**config.mk**
```make
export PLATFORM = sky130hd
export DESIGN_NAME = accel_rf_driver
export DESIGN_NICKNAME = d
export VERILOG_FILES = /design/src/rtl/accel_rf_driver.sv
export SDC_FILE = /design/constraint.sdc
export NUM_CORES = 1
export LEC_CHECK = 0
export ABC_AREA = 1
export CAP_MARGIN = 25
export CORE_UTILIZATION = 26
export DETAILED_ROUTE_END_ITERATION = 10
export PLACE_DENSITY = 0.57
export SYNTH_ARGS = -nofsm -noshare
export SYNTH_HDL_FRONTEND = slang
export SYNTH_SLANG_ARGS = --single-unit
```
**constraint.sdc**
```tcl
create_clock -name i_clk -period 7.4 [get_ports i_clk]
set_clock_uncertainty 0.15 [all_clocks]
set_input_delay 1.11 -clock i_clk [delete_from_list [all_inputs] [get_ports i_clk]]
set_output_delay 1.11 -clock i_clk [all_outputs]
set_load 0.005 [all_outputs]
```
**src/rtl/accel_rf_driver.sv**
```systemverilog
// accel_rf_driver
// ---------------
// Drives a small accelerator through its register-file port. A transaction
// latches five operands when it starts. It writes them to addresses 0..4.
// It then idles for WAIT_CYCLES cycles while the accelerator pipeline drains.
// After that it reads the two result words at addresses 5 and 6 and pulses
// o_done.
//
// Ports
//   i_clk                      single clock, all logic on the rising edge
//   i_reset                    synchronous, active-low reset
//   i_start                    start request, only honoured while idle
//   i_a, i_b, i_k, i_x, i_c    operands (N bits each)
//   o_addr                     register-file address (all ones when idle)
//   o_data                     register-file write data
//   o_RF_WE                    register-file write enable
//   i_rd_data                  read data, valid one cycle after o_addr
//   o_busy                     high whenever a transaction is in flight
//   o_done                     one-cycle pulse when o_res_lo/o_res_hi are fresh
//   o_res_lo, o_res_hi         captured words from addresses 5 and 6
//
// Every output is a register. The combinational block below works out
// next-state values, and those values are loaded into the output registers.
// As a result, the outputs always describe the state that the FSM is
// currently in.

module accel_rf_driver #(
    parameter int N              = 32,
    parameter int RF_Addr_BITNES = 3,
    parameter int WAIT_CYCLES    = 6    // legal range 1..255
) (
    input  logic                      i_clk,
    input  logic                      i_reset,
    input  logic                      i_start,
    input  logic [N-1:0]              i_a,
    input  logic [N-1:0]              i_b,
    input  logic [N-1:0]              i_k,
    input  logic [N-1:0]              i_x,
    input  logic [N-1:0]              i_c,
    output logic [RF_Addr_BITNES-1:0] o_addr,
    output logic [N-1:0]              o_data,
    output logic                      o_RF_WE,
    input  logic [N-1:0]              i_rd_data,
    output logic                      o_busy,
    output logic                      o_done,
    output logic [N-1:0]              o_res_lo,
    output logic [N-1:0]              o_res_hi
);

    localparam logic [2:0] S_IDLE  = 3'd0;
    localparam logic [2:0] S_WR    = 3'd1;
    localparam logic [2:0] S_WAIT  = 3'd2;
    localparam logic [2:0] S_RD_LO = 3'd3;
    localparam logic [2:0] S_RD_HI = 3'd4;
    localparam logic [2:0] S_CAP   = 3'd5;
    localparam logic [2:0] S_DONE  = 3'd6;

    localparam int                        NUM_OPS       = 5;
    localparam logic [2:0]                LAST_WR_IDX   = 3'd4;
    localparam logic [7:0]                WAIT_CNT_INIT = 8'(WAIT_CYCLES);
    localparam logic [RF_Addr_BITNES-1:0] ADDR_IDLE     = '1;
    localparam logic [RF_Addr_BITNES-1:0] ADDR_RES_LO   = RF_Addr_BITNES'(5);
    localparam logic [RF_Addr_BITNES-1:0] ADDR_RES_HI   = RF_Addr_BITNES'(6);

    logic [2:0] state_reg, state_next;
    logic [2:0] wr_idx_reg, wr_idx_next;
    logic [7:0] wait_cnt_reg, wait_cnt_next;

    logic [RF_Addr_BITNES-1:0] addr_next;
    logic [N-1:0]              data_next;
    logic                      we_next;

    logic [N-1:0] op_in  [NUM_OPS];
    logic [N-1:0] op_reg [NUM_OPS];

    // The operand order here matches the write order to addresses 0..4.
    assign op_in[0] = i_a;
    assign op_in[1] = i_b;
    assign op_in[2] = i_k;
    assign op_in[3] = i_x;
    assign op_in[4] = i_c;

    logic start_accept;
    assign start_accept = (state_reg == S_IDLE) && i_start;

    // Operands are latched only when a start is accepted. While busy, the
    // operand inputs may change freely.
    generate
        for (genvar gi = 0; gi < NUM_OPS; gi++) begin : g_op_latch
            always_ff @(posedge i_clk) begin
                if (!i_reset) begin
                    op_reg[gi] <= '0;
                end else if (start_accept) begin
                    op_reg[gi] <= op_in[gi];
                end
            end
        end
    endgenerate

    // Next-state logic.
    always_comb begin
        state_next    = state_reg;
        wr_idx_next   = wr_idx_reg;
        wait_cnt_next = wait_cnt_reg;
        case (state_reg)
            S_IDLE: begin
                if (i_start) begin
                    state_next  = S_WR;
                    wr_idx_next = 3'd0;
                end
            end
            S_WR: begin
                if (wr_idx_reg == LAST_WR_IDX) begin
                    state_next    = S_WAIT;
                    wait_cnt_next = WAIT_CNT_INIT;
                end else begin
                    wr_idx_next = wr_idx_reg + 3'd1;
                end
            end
            S_WAIT: begin
                // The counter is loaded with WAIT_CYCLES on entry, so the
                // FSM spends exactly that many cycles in this state.
                if (wait_cnt_reg <= 8'd1) begin
                    state_next = S_RD_LO;
                end else begin
                    wait_cnt_next = wait_cnt_reg - 8'd1;
                end
            end
            S_RD_LO: state_next = S_RD_HI;
            S_RD_HI: state_next = S_CAP;
            S_CAP:   state_next = S_DONE;
            S_DONE:  state_next = S_IDLE;
            default: state_next = S_IDLE;
        endcase
    end

    // Bus values for the state being entered. On the IDLE->WR edge the
    // operand registers are still loading, so the first word is taken
    // straight from the inputs.
    always_comb begin
        addr_next = ADDR_IDLE;
        data_next = '0;
        we_next   = 1'b0;
        case (state_next)
            S_WR: begin
                we_next   = 1'b1;
                addr_next = RF_Addr_BITNES'(wr_idx_next);
                data_next = (state_reg == S_IDLE) ? op_in[wr_idx_next]
                                                  : op_reg[wr_idx_next];
            end
            S_RD_LO: addr_next = ADDR_RES_LO;
            S_RD_HI: addr_next = ADDR_RES_HI;
            default: ;
        endcase
    end

    always_ff @(posedge i_clk) begin
        if (!i_reset) begin
            state_reg    <= S_IDLE;
            wr_idx_reg   <= 3'd0;
            wait_cnt_reg <= 8'd0;
            o_addr       <= ADDR_IDLE;
            o_data       <= '0;
            o_RF_WE      <= 1'b0;
            o_busy       <= 1'b0;
            o_done       <= 1'b0;
            o_res_lo     <= '0;
            o_res_hi     <= '0;
        end else begin
            state_reg    <= state_next;
            wr_idx_reg   <= wr_idx_next;
            wait_cnt_reg <= wait_cnt_next;
            o_addr       <= addr_next;
            o_data       <= data_next;
            o_RF_WE      <= we_next;
            o_busy       <= (state_next != S_IDLE);
            o_done       <= (state_next == S_DONE);
            // Read data trails the address by one cycle. Address 5 is
            // presented in RD_LO, so its data arrives during RD_HI. Address 6
            // is presented in RD_HI, so its data arrives during CAP.
            if (state_reg == S_RD_HI) begin
                o_res_lo <= i_rd_data;
            end
            if (state_reg == S_CAP) begin
                o_res_hi <= i_rd_data;
            end
        end
    end

endmodule
```
==> results.sh, run 1 <==
export IMPL_cts_htree_levels=2
export IMPL_r2r_slack_ns=3.97
export IMPL_antenna_found_initial=3
export IMPL_detail_route_antenna_nets=0
export IMPL_syn_to_final_growth_pct=33.9
export IMPL_path_common_cell="a21oi_1"
export IMPL_num_rows=83
export IMPL_antenna_cells=0
export IMPL_cap_violations=0
export IMPL_ctsHoldBuffers=0
export IMPL_worstHoldPathType="reg -> reg"
export IMPL_grt_total_usage=0.164
export IMPL_die_y_um=231
export IMPL_synth_cell_type_count=29
export IMPL_routed_wl_um=44700
export IMPL_p_leak_uw=0.00825
export IMPL_yosys_top_cells_area="edfxtp_1, dfxtp_1, nand3_1"
export IMPL_slowest_delay_ns=0.65
export IMPL_yosysTopAreaCell="edfxtp_1"
export IMPL_timing_hold_violations_final=0
export IMPL_cts_resized=0
export IMPL_path_clk_slew_ns=0.06
export IMPL_power_uw=4100
export IMPL_ys_dominant_reg_cell="edfxtp_1"
export IMPL_via_per_inst=4.63
export IMPL_post_route_period_util=0.510
export IMPL_synth_fp_nets=1969
export IMPL_crit_slowest_cell="nand2_8"
export IMPL_synth_cells=1770
export IMPL_yosysSeqAreaShare=0.522
export IMPL_grt_overflow_total=0
export IMPL_postCtsSetupBuffers=0
export IMPL_setup_viol=0
export IMPL_io_buffers=296
export IMPL_cp_arrival_ns=4.07
export IMPL_synth_top_cell_area_share=0.352
export IMPL_die_w_um=231
export IMPL_drt_iter0_drc=856
export IMPL_worstReg2RegEnd="o_data[14]"
export IMPL_cts_sinks=276
export IMPL_ff2ff_path_depth=13
export IMPL_path_cells="clkdlybuf4s50_1 -> nand3_2 -> nand2_2 -> nand2_4 -> nand2_8 -> buf_16 -> nand3_1 -> a21oi_1 -> nand2_1 -> a21oi_1"
export IMPL_finalInstanceArea_um2=18300
export IMPL_nets=2198
export IMPL_root_buffer="clkbuf_16"
export IMPL_powerDensity_nw_per_um2=225
export IMPL_ios=297
export IMPL_endpoint_kind="register"
export IMPL_drc_errors=0
export IMPL_synth_edf_count=160
export IMPL_wl_per_cell_um=16.5
export IMPL_syn_area_per_cell_um2=7.71
export IMPL_coreArea_um2=51600
export IMPL_vias=12500
export IMPL_cts_tree="built"
export IMPL_whs_path_depth=2
export IMPL_cp_required_ns=7.69
export IMPL_largest_reg_flops=160
export IMPL_dr_pass1_iters=5
export IMPL_grt_pass1_vias=12200
export IMPL_hpwl_um=27400
export IMPL_fmax_mhz=265
export IMPL_initial_core_util=0.264
export IMPL_worst_pin_slew_ns=1.06
export IMPL_r2r_start="wr_idx_reg[0]"
export IMPL_min_delay_start="wait_cnt_reg[7]"
export IMPL_ys_seq_elements=276
export IMPL_ys_top_cells_by_count="nor2_1, nand3_1, nand2_1"
export IMPL_dieArea_um2=53400
export IMPL_cts_buffer_depth=3
export IMPL_drive_gt1_frac=0.0464
export IMPL_post_place_ws_ns=3.02
export IMPL_path_max_fanout=87
export IMPL_synth_most_common_cell="nor2_1"
export IMPL_cts_buffers=35
export IMPL_holdPathEnd="wait_cnt_reg[7]"
export IMPL_gp_congestion=0.806
export IMPL_synth_area_um2=13600
export IMPL_slew_headroom=0.294
export IMPL_slew_viol_final=0
export IMPL_peakVddDrop_v=0.000112
export IMPL_rsz0062_at_grt="false"
export IMPL_fillers=5346
export IMPL_ys_warn_count=0
export IMPL_layout_min_cycle_time_ns=3.78
export IMPL_fin_tns_setup_ns=0
export IMPL_crit_type="in -> reg"
export IMPL_outcome="completed"
export IMPL_setup_ws_ns=3.62
export IMPL_grt_pass1_wl_um=69200
export IMPL_dpl_instance_area_um2=17100
export IMPL_cp_start_kind="primary input"
export IMPL_synthArstFlopShare=0
export IMPL_clk_latency_ns=0.54
export IMPL_grt_max_degree=163
[stage by stage]
stage | hold WS [ns] | utilization | instances
floorplan | 0.295 | - | 1770
global placement | 0.306 | 0.331 | 2639
detailed placement | 0.315 | 0.331 | 2640
CTS | 0.323 | 0.353 | 2702
global route | 0.343 | 0.354 | 2704
finish | 0.317 | 0.354 | 2704
[where the power goes]
part	internal, µW	switching, µW
Sequential	1730	27.9
Combinational	266	388
Clock	1010	685
[final cells by class]
class / instances / area (µm²) / area share
timing repair buffer: 314 / 3150 / 0.173
clock inverter: 8 / 51.3 / 0.00281
sequential: 276 / 7130 / 0.390
clock buffer: 54 / 1080 / 0.0591
tap: 680 / 851 / 0.0466
multi-input combinational: 1154 / 5190 / 0.284
inverter: 218 / 823 / 0.0450
[worst max path at each step]
stage | from | end | slack, ns | depth (start not counted)
after detailed placement | i_start | o_data[14] | 3.02 | 9
after global routing | i_start | o_data[13] | 3.41 | 12
final | i_start | o_data[14] | 3.62 | 10
after floorplan | i_reset | op_reg[0][0] | 1.71 | 3
after global placement | i_start | o_data[21] | 3.04 | 11
after CTS | i_start | o_data[14] | 3.59 | 9
[cell families (layout without fill, tap and decap cells)]
group | after synthesis | count (layout) | synth area share
simple gates | 1000 | 1000 | 0.315
xor+xnor | 6 | 6 | 0.00385
flops | 276 | 276 | 0.522
buf+inv | 340 | 594 | 0.101
fa+ha+maj | 4 | 4 | 0.00367
compound gates | 144 | 144 | 0.0542
[worst max-delay path, delay by kind of cell]
family / cells / cell delay [ns]
buffers and inverters: 2 / 0.83
AO/OA/AOI/OAI: 2 / 0.34
AND/OR/NAND/NOR: 6 / 1.64
[cell usage in the layout (no fill, tap or decap)]
| cell | count |
|---|---|
| a21oi_1 | 72 |
| a31oi_1 | 1 |
| buf_16 | 3 |
| buf_2 | 1 |
| buf_4 | 15 |
| clkbuf_1 | 9 |
| clkbuf_16 | 38 |
| clkbuf_8 | 7 |
| clkdlybuf4s50_1 | 295 |
| clkinv_1 | 2 |
| clkinv_2 | 3 |
| clkinv_4 | 1 |
| dfxtp_1 | 116 |
| edfxtp_1 | 160 |
| ha_1 | 4 |
| inv_1 | 210 |
| inv_2 | 5 |
| inv_4 | 3 |
| inv_6 | 2 |
| nand2_1 | 281 |
| nand2_2 | 1 |
| nand2_4 | 5 |
| nand2_8 | 1 |
| nand3_1 | 295 |
| nand3_2 | 2 |
| nand3b_1 | 33 |
| nand4_1 | 4 |
| nor2_1 | 370 |
| nor2_2 | 4 |
| nor2_4 | 1 |
| nor3_1 | 2 |
| o211ai_1 | 1 |
| o21ai_0 | 68 |
| o21ai_4 | 1 |
| o311ai_0 | 1 |
| or2_2 | 1 |
| xor2_1 | 6 |
[layer usage]
| metal | part of all wire | wire length, µm | vias to the layer above | global-route usage |
|---|---|---|---|---|
| met5 | 0.00092 | 41 | - | 0 |
| met4 | 0.021 | 957 | 6 | 0.0426 |
| met3 | 0.090 | 4010 | 70 | 0.0588 |
| met2 | 0.47 | 20800 | 436 | 0.268 |
| met1 | 0.42 | 18900 | 5887 | 0.203 |
| li1 | - | - | 6124 | - |
No activity file was read; power rests on OpenSTA's default activity.
==> inputs of run 2 (changes only) <==
==> constraint.sdc (replaced) <==
create_clock -name i_clk -period 3.6 [get_ports i_clk]
set_clock_uncertainty 0.15 [all_clocks]
set_input_delay 0.54 -clock i_clk [delete_from_list [all_inputs] [get_ports i_clk]]
set_output_delay 0.54 -clock i_clk [all_outputs]
set_load 0.005 [all_outputs]
==> run 2 against run 1 <==
Final cell count increased by 0.52%. First-iteration DRC count is 4.8% lower. Sequential power increased by 110%. Worst hold slack lost 0.082 ns. Sequential share of layout area down 0.44 points. Global-route usage up 0.38 points. Count of clock-buffer cells in the layout is 7 lower. Critical endpoint is now o_data[2]. Highest routed layer unchanged.
==> results.sh, run 2 (same netlist as run 1, synthesis figures left out) <==
export IMPL_hpwl_um=28500
export IMPL_layout_commonest_cell="nor2_1"
export IMPL_outcome="completed"
export IMPL_cp_start_kind="register"
export IMPL_dr_pass1_iters=5
export IMPL_cts_resized=0
export IMPL_r2r_start="state_reg[0]"
export IMPL_slew_viol_final=0
export IMPL_ctsHoldBuffers=0
export IMPL_detail_route_antenna_nets=0
export IMPL_rsz0062_at_grt="false"
export IMPL_num_rows=83
export IMPL_cp_startpoint="state_reg[0]"
export IMPL_path_max_fanout=64
export IMPL_min_delay_start="i_reset"
export IMPL_routed_wl_um=45200
export IMPL_cts_tree="built"
export IMPL_cts_buffers=35
export IMPL_peakVddDrop_v=0.000273
export IMPL_grt_max_degree=129
export IMPL_drc_errors=0
export IMPL_die_w_um=231
export IMPL_worstHoldPathType="in -> reg"
export IMPL_path_common_cell="nand3_1"
export IMPL_final_util=0.358
export IMPL_grt_total_usage=0.168
export IMPL_powerDensity_nw_per_um2=461
export IMPL_via_per_inst=4.65
export IMPL_cap_violations=0
export IMPL_die_y_um=231
export IMPL_path_clk_slew_ns=0.06
export IMPL_post_route_period_util=0.728
export IMPL_worst_pin_slew_ns=0.942
export IMPL_clk_latency_ns=0.54
export IMPL_vias=12600
export IMPL_dpl_instance_area_um2=17300
export IMPL_postCtsSetupBuffers=0
export IMPL_ff2ff_path_depth=9
export IMPL_cts_buffer_depth=3
export IMPL_grt_pass1_wl_um=70500
export IMPL_cp_arrival_ns=2.92
export IMPL_root_buffer="clkbuf_16"
export IMPL_critPathTopFamily="simple AND/OR/NAND/NOR gates"
export IMPL_grt_overflow_total=0
export IMPL_cts_sinks=276
export IMPL_setup_viol=0
export IMPL_slowest_delay_ns=0.63
export IMPL_largest_reg_flops=160
export IMPL_path_cells="nor2_1 -> nand3_2 -> nand3_1 -> nand2_4 -> buf_4 -> nand3_1 -> nand3_1 -> nand2_1 -> a21oi_1"
export IMPL_endpoint_kind="register"
export IMPL_crit_type="reg -> reg"
export IMPL_timing_hold_violations_final=0
export IMPL_drt_iter0_drc=815
export IMPL_worstReg2RegEnd="o_data[2]"
export IMPL_nets=2209
export IMPL_power_uw=8520
export IMPL_endpoint="o_data[2]"
export IMPL_drive_gt1_frac=0.0515
export IMPL_p_leak_uw=0.00835
export IMPL_coreArea_um2=51600
export IMPL_gp_congestion=0.863
export IMPL_antenna_found_initial=8
export IMPL_r2r_slack_ns=0.98
export IMPL_grt_pass1_vias=12600
export IMPL_syn_to_final_growth_pct=35.5
export IMPL_wl_per_cell_um=16.6
export IMPL_cp_buffers_inverters=1
export IMPL_cts_htree_levels=2
export IMPL_io_buffers=296
export IMPL_crit_slowest_cell="buf_4"
export IMPL_initial_core_util=0.264
export IMPL_cp_required_ns=3.90
export IMPL_crit_cells=9
export IMPL_most_common_layout_cells="nor2_1, nand3_1, clkdlybuf4s50_1"
export IMPL_fmax_mhz=382
export IMPL_fin_tns_setup_ns=0
export IMPL_slew_headroom=0.371
export IMPL_dieArea_um2=53400
export IMPL_ios=297
export IMPL_finalInstanceArea_um2=18500
export IMPL_layout_min_cycle_time_ns=2.62
## run 2: changes by cell type in the layout (fill, tap and decap cells not counted), sizes merged
cell | previous run | this run
diode | 0 | 1
clkbuf | 54 | 47
buf | 19 | 30
bufinv | 0 | 3
clkinv | 6 | 12
## run 2: metal layers
layer | track usage | vias to the layer above | part of all wire
met1 | 0.212 | 5924 | 0.43
met4 | 0.0503 | 14 | 0.022
met2 | 0.271 | 474 | 0.45
met3 | 0.0529 | 78 | 0.090
met5 | 0 | - | 0.0019
li1 | - | 6156 | -
## run 2: worst min-delay path by stage
stage / endpoint / cells after the start
2_1_floorplan: wait_cnt_reg[7] / 2
3_3_place_gp: wait_cnt_reg[7] / 2
3_5_place_dp: wait_cnt_reg[7] / 2
4_1_cts: o_addr[0] / 2
5_1_grt: o_addr[0] / 2
6_report: o_addr[0] / 2
## run 2: through the flow
step | instances | hold slack (ns) | worst slack (ns)
finish | 2718 | 0.235 | 0.979
detailed placement | 2653 | 0.317 | 0.662
CTS | 2717 | 0.203 | 1.03
global placement | 2653 | 0.306 | 0.683
floorplan | 1770 | 0.295 | 0.107
global route | 2717 | 0.225 | 0.826
## run 2: where the power goes
group | internal [µW] | switching [µW] | total (µW) | leakage (µW)
clock | 2120 | 1410 | 3530 | 0.000567
combinational | 577 | 806 | 1380 | 0.00511
sequential | 3550 | 57.9 | 3610 | 0.00267
## run 2: layout make-up
cell class                      count  area (µm²)
Antenna cell                        1        2.50
Fill cell                        5335       33100
Sequential cell                   276        7130
Inverter                          218         823
Clock buffer                       47         972
Timing Repair Buffer              325        3340
Clock inverter                     17         173
Multi-Input combinational cell   1154        5200
Tap cell                          680         851
